**src/rtl/bibuf_dir_arbiter.sv**
```systemverilog
// Direction arbiter for a shared bidirectional buffer link: round-robin between A and B,
// with a fixed dead-time (buffer tri-stated) before every grant and an optional burst limit.
module bibuf_dir_arbiter #(
    parameter int TURN_CYC  = 2,
    parameter int MAX_BURST = 4
) (
    input  logic clk,
    input  logic rst,
    input  logic req_a,
    input  logic req_b,
    output logic grant_a,
    output logic grant_b,
    output logic ctrl,
    output logic buf_en,
    output logic busy
);

    localparam int TW = ($clog2(TURN_CYC + 1) > 0) ? $clog2(TURN_CYC + 1) : 1;
    localparam int BW = ($clog2(MAX_BURST + 1) > 0) ? $clog2(MAX_BURST + 1) : 1;
    localparam logic [TW-1:0] TURN_LAST  = TW'(TURN_CYC - 1);
    localparam logic [BW-1:0] BURST_LAST = BW'((MAX_BURST > 0) ? MAX_BURST - 1 : 0);
    localparam bit BURST_LIMITED = (MAX_BURST != 0);

    typedef enum logic [1:0] {
        IDLE = 2'd0,
        TURN = 2'd1,
        OWN  = 2'd2
    } state_t;

    state_t          state, state_nxt;
    logic            owner, owner_nxt;            // 1 = A owns / is about to own
    logic            last_owner, last_owner_nxt;
    logic [TW-1:0]   turn_cnt, turn_cnt_nxt;
    logic [BW-1:0]   burst_cnt, burst_cnt_nxt;
    logic            req_own, req_oth;

    assign req_own = owner ? req_a : req_b;
    assign req_oth = owner ? req_b : req_a;

    always_comb begin
        state_nxt      = state;
        owner_nxt      = owner;
        last_owner_nxt = last_owner;
        turn_cnt_nxt   = turn_cnt;
        burst_cnt_nxt  = burst_cnt;
        case (state)
            IDLE: begin
                if (req_a || req_b) begin
                    state_nxt    = TURN;
                    owner_nxt    = (req_a && req_b) ? ~last_owner : req_a;
                    turn_cnt_nxt = TURN_LAST;
                end
            end
            TURN: begin
                if (turn_cnt == '0) begin
                    // Owner dropped its request during dead-time: give up without granting.
                    state_nxt     = req_own ? OWN : IDLE;
                    burst_cnt_nxt = '0;
                end else begin
                    turn_cnt_nxt = turn_cnt - 1'b1;
                end
            end
            OWN: begin
                if (!req_own) begin
                    last_owner_nxt = owner;
                    if (req_oth) begin
                        state_nxt    = TURN;
                        owner_nxt    = ~owner;
                        turn_cnt_nxt = TURN_LAST;
                    end else begin
                        state_nxt = IDLE;
                    end
                end else if (BURST_LIMITED && burst_cnt == BURST_LAST && req_oth) begin
                    last_owner_nxt = owner;
                    state_nxt      = TURN;
                    owner_nxt      = ~owner;
                    turn_cnt_nxt   = TURN_LAST;
                end else if (BURST_LIMITED && burst_cnt != BURST_LAST) begin
                    // Saturates at the limit so a late contender is served at once.
                    burst_cnt_nxt = burst_cnt + 1'b1;
                end
            end
            default: state_nxt = IDLE;
        endcase
    end

    always_ff @(posedge clk or posedge rst) begin
        if (rst) begin
            state      <= IDLE;
            owner      <= 1'b0;
            last_owner <= 1'b0;
            turn_cnt   <= '0;
            burst_cnt  <= '0;
        end else begin
            state      <= state_nxt;
            owner      <= owner_nxt;
            last_owner <= last_owner_nxt;
            turn_cnt   <= turn_cnt_nxt;
            burst_cnt  <= burst_cnt_nxt;
        end
    end

    // Outputs are decoded from the next state so they line up with the state register.
    always_ff @(posedge clk or posedge rst) begin
        if (rst) begin
            grant_a <= 1'b0;
            grant_b <= 1'b0;
            ctrl    <= 1'b0;
            buf_en  <= 1'b0;
            busy    <= 1'b0;
        end else begin
            grant_a <= (state_nxt == OWN) && owner_nxt;
            grant_b <= (state_nxt == OWN) && !owner_nxt;
            ctrl    <= owner_nxt;
            buf_en  <= (state_nxt == OWN);
            busy    <= (state_nxt != IDLE);
        end
    end

endmodule
```
**config.mk**
```make
export PLATFORM = sky130hd
export DESIGN_NAME = bibuf_dir_arbiter
export DESIGN_NICKNAME = d
export VERILOG_FILES = /design/src/rtl/bibuf_dir_arbiter.sv
export SDC_FILE = /design/constraint.sdc
export NUM_CORES = 1
export LEC_CHECK = 0
export ABC_AREA = 1
export BUFFER_PORTS_ARGS = -buffer_cell sky130_fd_sc_hd__buf_2
export CORE_AREA = 4 4 41 43
export DETAILED_ROUTE_END_ITERATION = 10
export DIE_AREA = 0 0 45 47
export GPL_TIMING_DRIVEN = 0
export HOLD_SLACK_MARGIN = 0.15
export PLACE_DENSITY = 0.71
export SETUP_SLACK_MARGIN = 0.3
export SLEW_MARGIN = 20
export SYNTH_ARGS = -nofsm -noshare
export SYNTH_HDL_FRONTEND = slang
export SYNTH_SLANG_ARGS = --single-unit
```
**constraint.sdc**
```tcl
create_clock -name clk -period 2 [get_ports clk]
set_clock_uncertainty 0.2 [all_clocks]
set_input_delay 0.1 -clock clk [delete_from_list [all_inputs] [get_ports clk]]
set_output_delay 0.1 -clock clk [all_outputs]
set_load 0.1 [all_outputs]
```
Yosys cells after proc, flatten, opt, wreduce, memory -nomap -nowiden
Cells that the tools add are included.
- add/subtract/negate cells: 2
- equal/unequal tests: 14
- muxes and demuxes: 28
- bitwise gates (word level): 2
- reductions and logical operators: 14
- operators with widths (kind ; number):
    $mux W2 ; 10
    $mux W3 ; 4
    $ne A2 B2 Y1 const B ; 6
    $pmux W2 S3 ; 2
    $mux W1 ; 10
    $reduce_and A5 Y1 ; 2
    $ne A3 B3 Y1 const B ; 2
    $pmux W3 S2 ; 1
    $eq A2 B2 Y1 const B ; 2
    $logic_and A1 B1 Y1 ; 4
    $logic_not A2 Y1 ; 2
    $reduce_bool A2 Y1 ; 2
    $add A3 B1 Y3 const B ; 1
    $eq A3 B2 Y1 const B ; 1
    $ne A3 B2 Y1 const B ; 1
    $reduce_bool A3 Y1 ; 1
    $eq A2 B1 Y1 const B ; 1
    $ne A2 B1 Y1 const B ; 1
    $not A1 Y1 ; 2
    $pmux W1 S2 ; 1
    $reduce_and A2 Y1 ; 1
    $sub A2 B1 Y2 const B ; 1
    $logic_not A1 Y1 ; 1
    $logic_or A1 B1 Y1 ; 1
- register bits: 13
- input bits: 4
- output and inout bits: 5
- logic and storage cells: 69

Depth between registers and ports, before layout
Gate-level depths: netlist of run 1.
- word-level depth: 7
- mapped depth: 9
- mapped depth without buffers: 9

Worst setup path before layout of run 1
OpenSTA, ideal clock, no wires.
- path type: reg2reg
- start point: register, netlist name ctrl
- end point: register burst_cnt[0]
- library setup time: 121 ps
- arrival: 1546 ps
- slack: 134 ps
- cell stages (with the launch flop): 8
- period minus slack after synthesis: 1866 ps
- cell sequence: dfrtp_1 -> nand2_1 -> nand2_2 -> nand2_2 -> nand2_2 -> nand2_2 -> nand2_1 -> o21ai_1
- RTL lines (element ; line ; source):
    end signal: assignment ; 99 ; burst_cnt <= burst_cnt_nxt;
    end: declaration ; 34 ; logic [BW-1:0] burst_cnt, burst_cnt_nxt;

Worst setup path after layout of run 1
- start point: register burst_cnt[0]
- end point: register burst_cnt[1]
- cells in the longest elaborated chain, start to end: 5
- elaborated cells between the ends (all ways): 11
- RTL lines (element ; line ; source):
    $add A3 B1 Y3 ; 80 ; burst_cnt_nxt = burst_cnt + 1'b1;
    $mux W3 ; 78 ; end else if (BURST_LIMITED && burst_cnt != BURST_LAST) begin
    $mux W3 ; 73 ; end else if (BURST_LIMITED && burst_cnt == BURST_LAST && req_oth) begin
    $mux W3 ; 64 ; if (!req_own) begin
    $pmux W3 S2 ; 46 ; case (state)
Parallel ways exist; a longest one is shown, timed or not. The select of a mux whose other input is x is not followed.
A chain may end at the register's enable or synchronous reset.

==> results by group, run 1 <==
STA
  • Post-route clock period utilization: 78.7%
  • Fmax: 636 MHz
  • Worst slew margin: 67.0%
  • Final-report hold violation count: 0
  • Setup_tns: 0 ns
  • Post-route worst setup slack: 0.427 ns
  • Measured slew at the worst slew-check pin: 0.495 ns
  • RSZ-0062 raised after global routing: false
  • Fin crit period: 1.57 ns
  • Fin. max-slew vios: 0
  • Final setup violation count: 0

Global route
  • Initial antenna violation count: 0
  • First-pass GRT wire length: 2240 µm
  • Vias in the first global route: 525
  • Largest net degree at the start of global routing: 14
  • GRT Util Overall: 15.4%
  • Grt total ovfl: 0

Setup path
  • FF-to-FF path depth: 8
  • Crit-path max FO: 6
  • CP Buf/Inv Count: 0
  • CP max stage cell: dfrtp_1
  • Crit path DAT: 1.53 ns
  • WP data required: 1.95 ns
  • CP Launch Type: register
  • Worst path cell trace: ha_1 > ha_2 > nand3_1 > nand2_2 > nand2_2 > nand2_2 > nand2_1 > o21ai_1
  • Crit path launch: burst_cnt[0]
  • CP peak stage delay: 0.38 ns
  • Reg2reg end: burst_cnt[1]
  • RR Startpoint: burst_cnt[0]
  • R2R Setup Slk: 0.43 ns
  • Cell mode on critical path: nand2_2
  • Crit end category: register
  • Crit-path leading delay family: simple AND/OR/NAND/NOR gates
  • Kind of critical path: register to register

Clocking
  • Clk Latency, worst-skew pair: 0.27 ns
  • # clock sinks: 13
  • Clk root buf: clkbuf_4
  • Maximum buffer depth of the clock tree: 2
  • H-tree depth: 1
  • Worst-path clk slew: 0.07 ns
  • CTS tree: done
  • Total CTS buffers: 3

Power
  • Pleak: 0.428 nW
  • Logic pwr share: 57.1%
  • Clock network fraction of total power: 11.5%
  • PwrDens: 1700 nW/µm²
  • Internal power: 0.626 mW
  • Net Sw Frac: 53.9%
  • Total power: 1.36 mW
  • Seq pwr share: 31.4%
  • Sw Pwr: 0.733 mW
  • Max VDD drop: 0.801 mV

Placed design
  • Routability Congestion: 0.788
  • Pre-CTS setup slack: 0.400 ns
  • Hpwl dp: 941 µm
  • PortBufs: 8

Logic synthesis
  • Synth Cell Area: 667 µm²
  • Synth top area share: 48.8%
  • Number of synthesized flops with an enable pin: 0
  • Fraction of registers with async set/reset: 100%
  • Post-Syn Instances: 82
  • Register area share after synthesis: 48.8%
  • Synth Area per Inst: 8.13 µm²
  • Top cells by area, synth: dfrtp_1 (49%), nand2_1 (14%), nand2_2 (6.6%), ha_1 (5.6%), inv_1 (5.6%)
  • Yosys Warn Count: 0
  • Syn_nets: 89
  • Flops & latches, synth: 13
  • Leading area contributor after synthesis: dfrtp_1
  • Synth cell types: 16
  • Synth Flop Type: dfrtp_1
  • Commonest cells in the netlist: nand2_1 (25), dfrtp_1 (13), inv_1 (10)
  • Top-count cell post-synth: nand2_1

Routing
  • Initial DRC Count: 10
  • Initial DRT Pass Iterations: 4
  • Vias/cell: 4.71
  • Vias post-DR: 532
  • DRC: 0
  • Post-route ant nets: 0
  • Total wire length: 1220 µm
  • Routed wire per std cell: 10.8 µm

Layout
  • Fillers: 116
  • NumNets Final: 106
  • Fin util: 61.3%
  • Synth-to-Final Area Change: 19.7%
  • Share of cells above drive strength 1: 33.7%
  • Antenna cells: 0

Die
  • DIE WIDTH: 45 µm
  • Die height: 47 µm
  • Core area: 1300 µm²
  • # IOs: 9
  • Initial Utilization: 51.3%
  • FP Rows: 13
  • DIE AREA: 2120 µm²

Min path
  • Hold WC Path Type: input pin to asynchronous set/reset pin

Job
  • Max Cap Viol: 0

Run status
  • Status: finished clean
flip-flops by register name (all words and copies together), names as in the netlist:
name and count:
grant_b 1, state 2, last_owner 1, grant_a 1, busy 1, buf_en 1, burst_cnt 3, ctrl 1
turn_cnt 2
final cells by class:
cell class / instances / area (µm²) / share of cell area [%]
flip-flops and latches: 13 / 327 / 40.9
multi-input cells: 55 / 295 / 37.0
repair buffers: 12 / 77.6 / 9.72
inverters: 14 / 53.8 / 6.74
clock buffers: 4 / 26.3 / 3.29
well taps: 15 / 18.8 / 2.35
metal layers:
| metal | GRT usage, % | vias to the layer above | routed length [µm] |
|---|---|---|---|
| met5 | 0 | - | 0 |
| met4 | 8.77 | 0 | 10 |
| met3 | 3.83 | 2 | 44 |
| met2 | 23.2 | 12 | 555 |
| met1 | 20.3 | 233 | 612 |
| li1 | - | 285 | - |
how the worst max path moves through the flow:
| stage | endpoint | depth (start not counted) |
|---|---|---|
| floorplan | burst_cnt[0] | 7 |
| global placement | burst_cnt[0] | 8 |
| detailed placement | grant_b | 9 |
| CTS | burst_cnt[1] | 8 |
| global route | grant_b | 9 |
| finish | burst_cnt[1] | 8 |
per-stage QoR:
step           std cells  instance area (µm²)  hold WS (ns)
6_report             113                  798         0.194
5_1_grt              113                  798         0.242
3_5_place_dp         105                  727       -0.0573
2_1_floorplan         82                  668        -0.223
4_1_cts              112                  783         0.191
3_3_place_gp         105                  727       -0.0569
kinds of logic (layout without fill, tap and decap cells):
family / count (synthesis) / count (layout) / share of synthesized area (%)
DFF: 13 / 13 / 48.8
AOI/OAI and AO/OA: 10 / 10 / 8.07
buffers and inverters: 14 / 30 / 8.07
and+or+nand+nor: 42 / 42 / 29.5
adders and majority gates: 3 / 3 / 5.63
layout by cell type (no fill, tap or decap), drive strengths merged:
| master | instances |
|---|---|
| clkinv | 1 |
| nand3 | 5 |
| clkbuf | 4 |
| nand2 | 32 |
| a21oi | 2 |
| inv | 13 |
| or2 | 2 |
| o21ai | 8 |
| dfrtp | 13 |
| dlygate4sd3 | 3 |
| buf | 9 |
| ha | 3 |
| nor2 | 3 |
power by group through the flow:
stage | clock network (mW) | logic [mW] | registers, mW
6_report | 0.156 | 0.777 | 0.427
5_1_grt | 0.179 | 0.860 | 0.443
4_1_cts | 0.165 | 0.757 | 0.429
3_5_place_dp | 0 | 0.751 | 0.435
3_3_place_gp | 0 | 0.732 | 0.428
2_1_floorplan | 0 | 0.344 | 0.710
tightest hold or removal path: stages:
cell	delay, ns
dlygate4sd3_1	0.53
buf_2	0.12
inv_1	0.36
timing repair:
action                                  CTS  global route
endpoints found under the setup margin    0             5
buffers inserted                          0             1
hold buffers                              3             0
gates resized for setup                   0             3
endpoints found under the hold margin    20             0
Power figures use the tool's default switching activity.
==> inputs of run 2 (changes only) <==
Settings changed: CORE_AREA 4 4 41 43 to not set, CORE_MARGIN set to 4, CORE_UTILIZATION set to 48, DIE_AREA 0 0 45 47 to not set.
Clock period 2 ns to 1.4 ns, I/O delays scaled along.
==> run 2 against run 1 <==
The flow now finishes with violations (setup timing). Global-route usage rose by 3.1 points. Cell count grew 0.88%. Critical path type unchanged. Combinational power is 100% higher. Register-to-register slack worse by 0.54 ns. Fmax grew 3.9%. First-iteration DRC count shrank 20%. Largest cell class is now multi-input gates. Count of clock-buffer cells in the layout did not move. Sequential power rose by 54%. Via count increased by 9.4%.
==> results by group, run 2 (same netlist as run 1, synthesis figures left out) <==
Run status
  • Status: complete, but fails checks
  • Violated checks: setup timing

Layout
  • Most common cell after layout, fill and taps aside: nand2_1
  • Most frequent cells in the layout: nand2_1 (21), inv_1 (8), dfrtp_1 (8), nand2_4 (7)
  • Fillers: 94 (-19%)
  • Max reg flops: 3 (unchanged)
  • Synth-to-Final Area Change: 46.9%
  • Top flop regs: burst_cnt x3, state x2, turn_cnt x2
  • NumNets Final: 107 (+0.94%)
  • Antenna cells: 0 (unchanged)
  • Top reg by flops: burst_cnt
  • Share of cells above drive strength 1: 49.5% (+16 points)
  • Finished Cell Area: 980 µm² (+23%)
  • Non-filler cells in the finished layout: 114 (+0.88%)

Setup path
  • Crit end category: register
  • Crit-path max FO: 6 (unchanged)
  • CP Buf/Inv Count: 0 (unchanged)
  • Cell mode on critical path: o21ai_1
  • Kind of critical path: register to register
  • CP max stage cell: dfrtp_1
  • Crit-path leading delay family: flip-flops
  • WP data required: 1.36 ns (-0.59 ns)
  • CP Launch Type: register
  • Worst path cell trace: ha_2 > ha_4 > o21ai_1 > nand2_4 > nand2_1 > o21ai_1
  • Crit path DAT: 1.48 ns (-0.05 ns)
  • CP peak stage delay: 0.39 ns (about the same)

Clocking
  • Maximum buffer depth of the clock tree: 2 (unchanged)
  • # clock sinks: 13 (unchanged)
  • Cts hold-fix bufs: 1 (-2)
  • Worst-path clk slew: 0.08 ns (about the same)
  • H-tree depth: 1 (unchanged)
  • Total CTS buffers: 3 (unchanged)
  • Clk Latency, worst-skew pair: 0.27 ns (about the same)
  • CTS tree: done
  • Clk root buf: clkbuf_4

Routing
  • DRC: 0 (unchanged)
  • Vias post-DR: 582 (+9.4%)
  • Initial DRT Pass Iterations: 4 (unchanged)
  • Vias/cell: 5.11 (+8.4%)
  • Routed wire per std cell: 12.8 µm (+19%)
  • Post-route ant nets: 0 (unchanged)
  • Total wire length: 1460 µm (+20%)
  • Initial DRC Count: 8 (-2)

Global route
  • GRT Util Overall: 18.5% (+3.1 points)
  • Initial antenna violation count: 0 (unchanged)
  • Largest net degree at the start of global routing: 14 (unchanged)
  • First-pass GRT wire length: 2680 µm (+20%)
  • Vias in the first global route: 590 (+12%)
  • Grt total ovfl: 0 (unchanged)

Power
  • PwrDens: 2500 nW/µm² (+47%)
  • Pleak: 0.477 nW (+12%)
  • Max VDD drop: 1.73 mV (+120%)

Die
  • FP Rows: 13 (unchanged)
  • DIE WIDTH: 45.3 µm (+0.61%)
  • Initial Utilization: 51.3% (unchanged)
  • DIE AREA: 2050 µm² (-3.1%)
  • Core area: 1300 µm² (unchanged)
  • # IOs: 9 (unchanged)
  • Die height: 45.3 µm (-3.7%)

Min path
  • Hold WC Path Type: input pin to register

STA
  • Final setup violation count: 12 (+12)
  • Hold WS: 0.0262 ns (-0.168 ns)
  • Post-route worst setup slack: -0.114 ns (-0.541 ns)
  • Worst slew margin: 67.6% (+0.63 points)
  • RSZ-0062 raised after global routing: true
  • Measured slew at the worst slew-check pin: 0.485 ns (-0.00941 ns)
  • Final-report hold violation count: 0 (unchanged)
  • Fmax: 660 MHz (+3.9%)
  • Setup_tns: -0.793 ns (-0.793 ns)
  • Post-route clock period utilization: 108% (+30 points)
  • Fin. max-slew vios: 0 (unchanged)
  • Fin crit period: 1.51 ns (-0.0589 ns)

Placed design
  • Placed instance area: 754 µm² (+3.8%)
  • Hpwl dp: 966 µm (+2.7%)
  • Post-Place Cells: 105 (unchanged)
  • Routability Congestion: 0.739 (-6.3%)
  • Pre-CTS setup slack: -0.123 ns (-0.522 ns)
  • PortBufs: 8 (unchanged)

Job
  • Max Cap Viol: 0 (unchanged)
-- run 2: cell count changes in the layout (fill, tap and decap cells not counted), sizes merged --
cell         delta
dlygate4sd3     -2
buf             +3
-- run 2: routing by layer --
metal | global-route usage (%) | vias up | wire, µm
li1 | - | 286 | -
met1 | 24.7 | 275 | 624
met2 | 28.8 | 17 | 713
met3 | 3.98 | 4 | 103
met4 | 8.19 | 0 | 22
met5 | 0 | - | 0
-- run 2: area by class of cell --
type                       instances  area [µm²]  share of cell area (%)
clock buffer                       4        26.3                    2.68
inverter                          14        56.3                    5.75
multi-input combinational         55         382                    39.0
sequential                        13         334                    34.1
tap                               15        18.8                    1.92
timing repair buffer              13         163                    16.6
-- run 2: metrics by stage --
step                      power [mW]  utilization, %
final                           2.45            75.3
after CTS                       2.33            72.5
after global routing            2.61            75.3
after detailed placement        1.71            58.0
after global placement          1.68            58.0
after floorplan                 1.53               -
-- run 2: repair_timing --
item	4_1_cts	5_1_grt
resized for setup	33	7
pin swaps	2	3
endpoints found under the setup margin	18	18
setup buffers	3	1
endpoints found under the hold margin	23	8
-- run 2: worst paths after layout --
| check | from | endpoint | slack [ns] | cells past startpoint |
|---|---|---|---|---|
| max | burst_cnt[0] | burst_cnt[2] | -0.11 | 6 |
| min | req_a | buf_en | 0.03 | 4 |
| max reg2reg | burst_cnt[0] | burst_cnt[2] | -0.11 | 6 |
| min reg2reg | burst_cnt[2] | burst_cnt[2] | 0.30 | 2 |
| max in group asynchronous | rst | ctrl | 0.48 | 3 |
| min in group asynchronous | rst | state[0] | 0.15 | 3 |
-- run 2: power by group --
| part | total [mW] | switching (mW) | internal, mW | leakage [nW] |
|---|---|---|---|---|
| clock network | 0.233 | 0.123 | 0.110 | 0.0150 |
| registers | 0.656 | 0.122 | 0.534 | 0.161 |
| logic | 1.56 | 0.991 | 0.569 | 0.301 |
| total | 2.45 | 1.24 | 1.21 | 0.477 |
-- run 2: tightest hold or removal path, cell delays in order --
cell and delay (ns):
buf_2 0.14, nand3_4 0.09, nand3_4 0.10, nand2_1 0.07
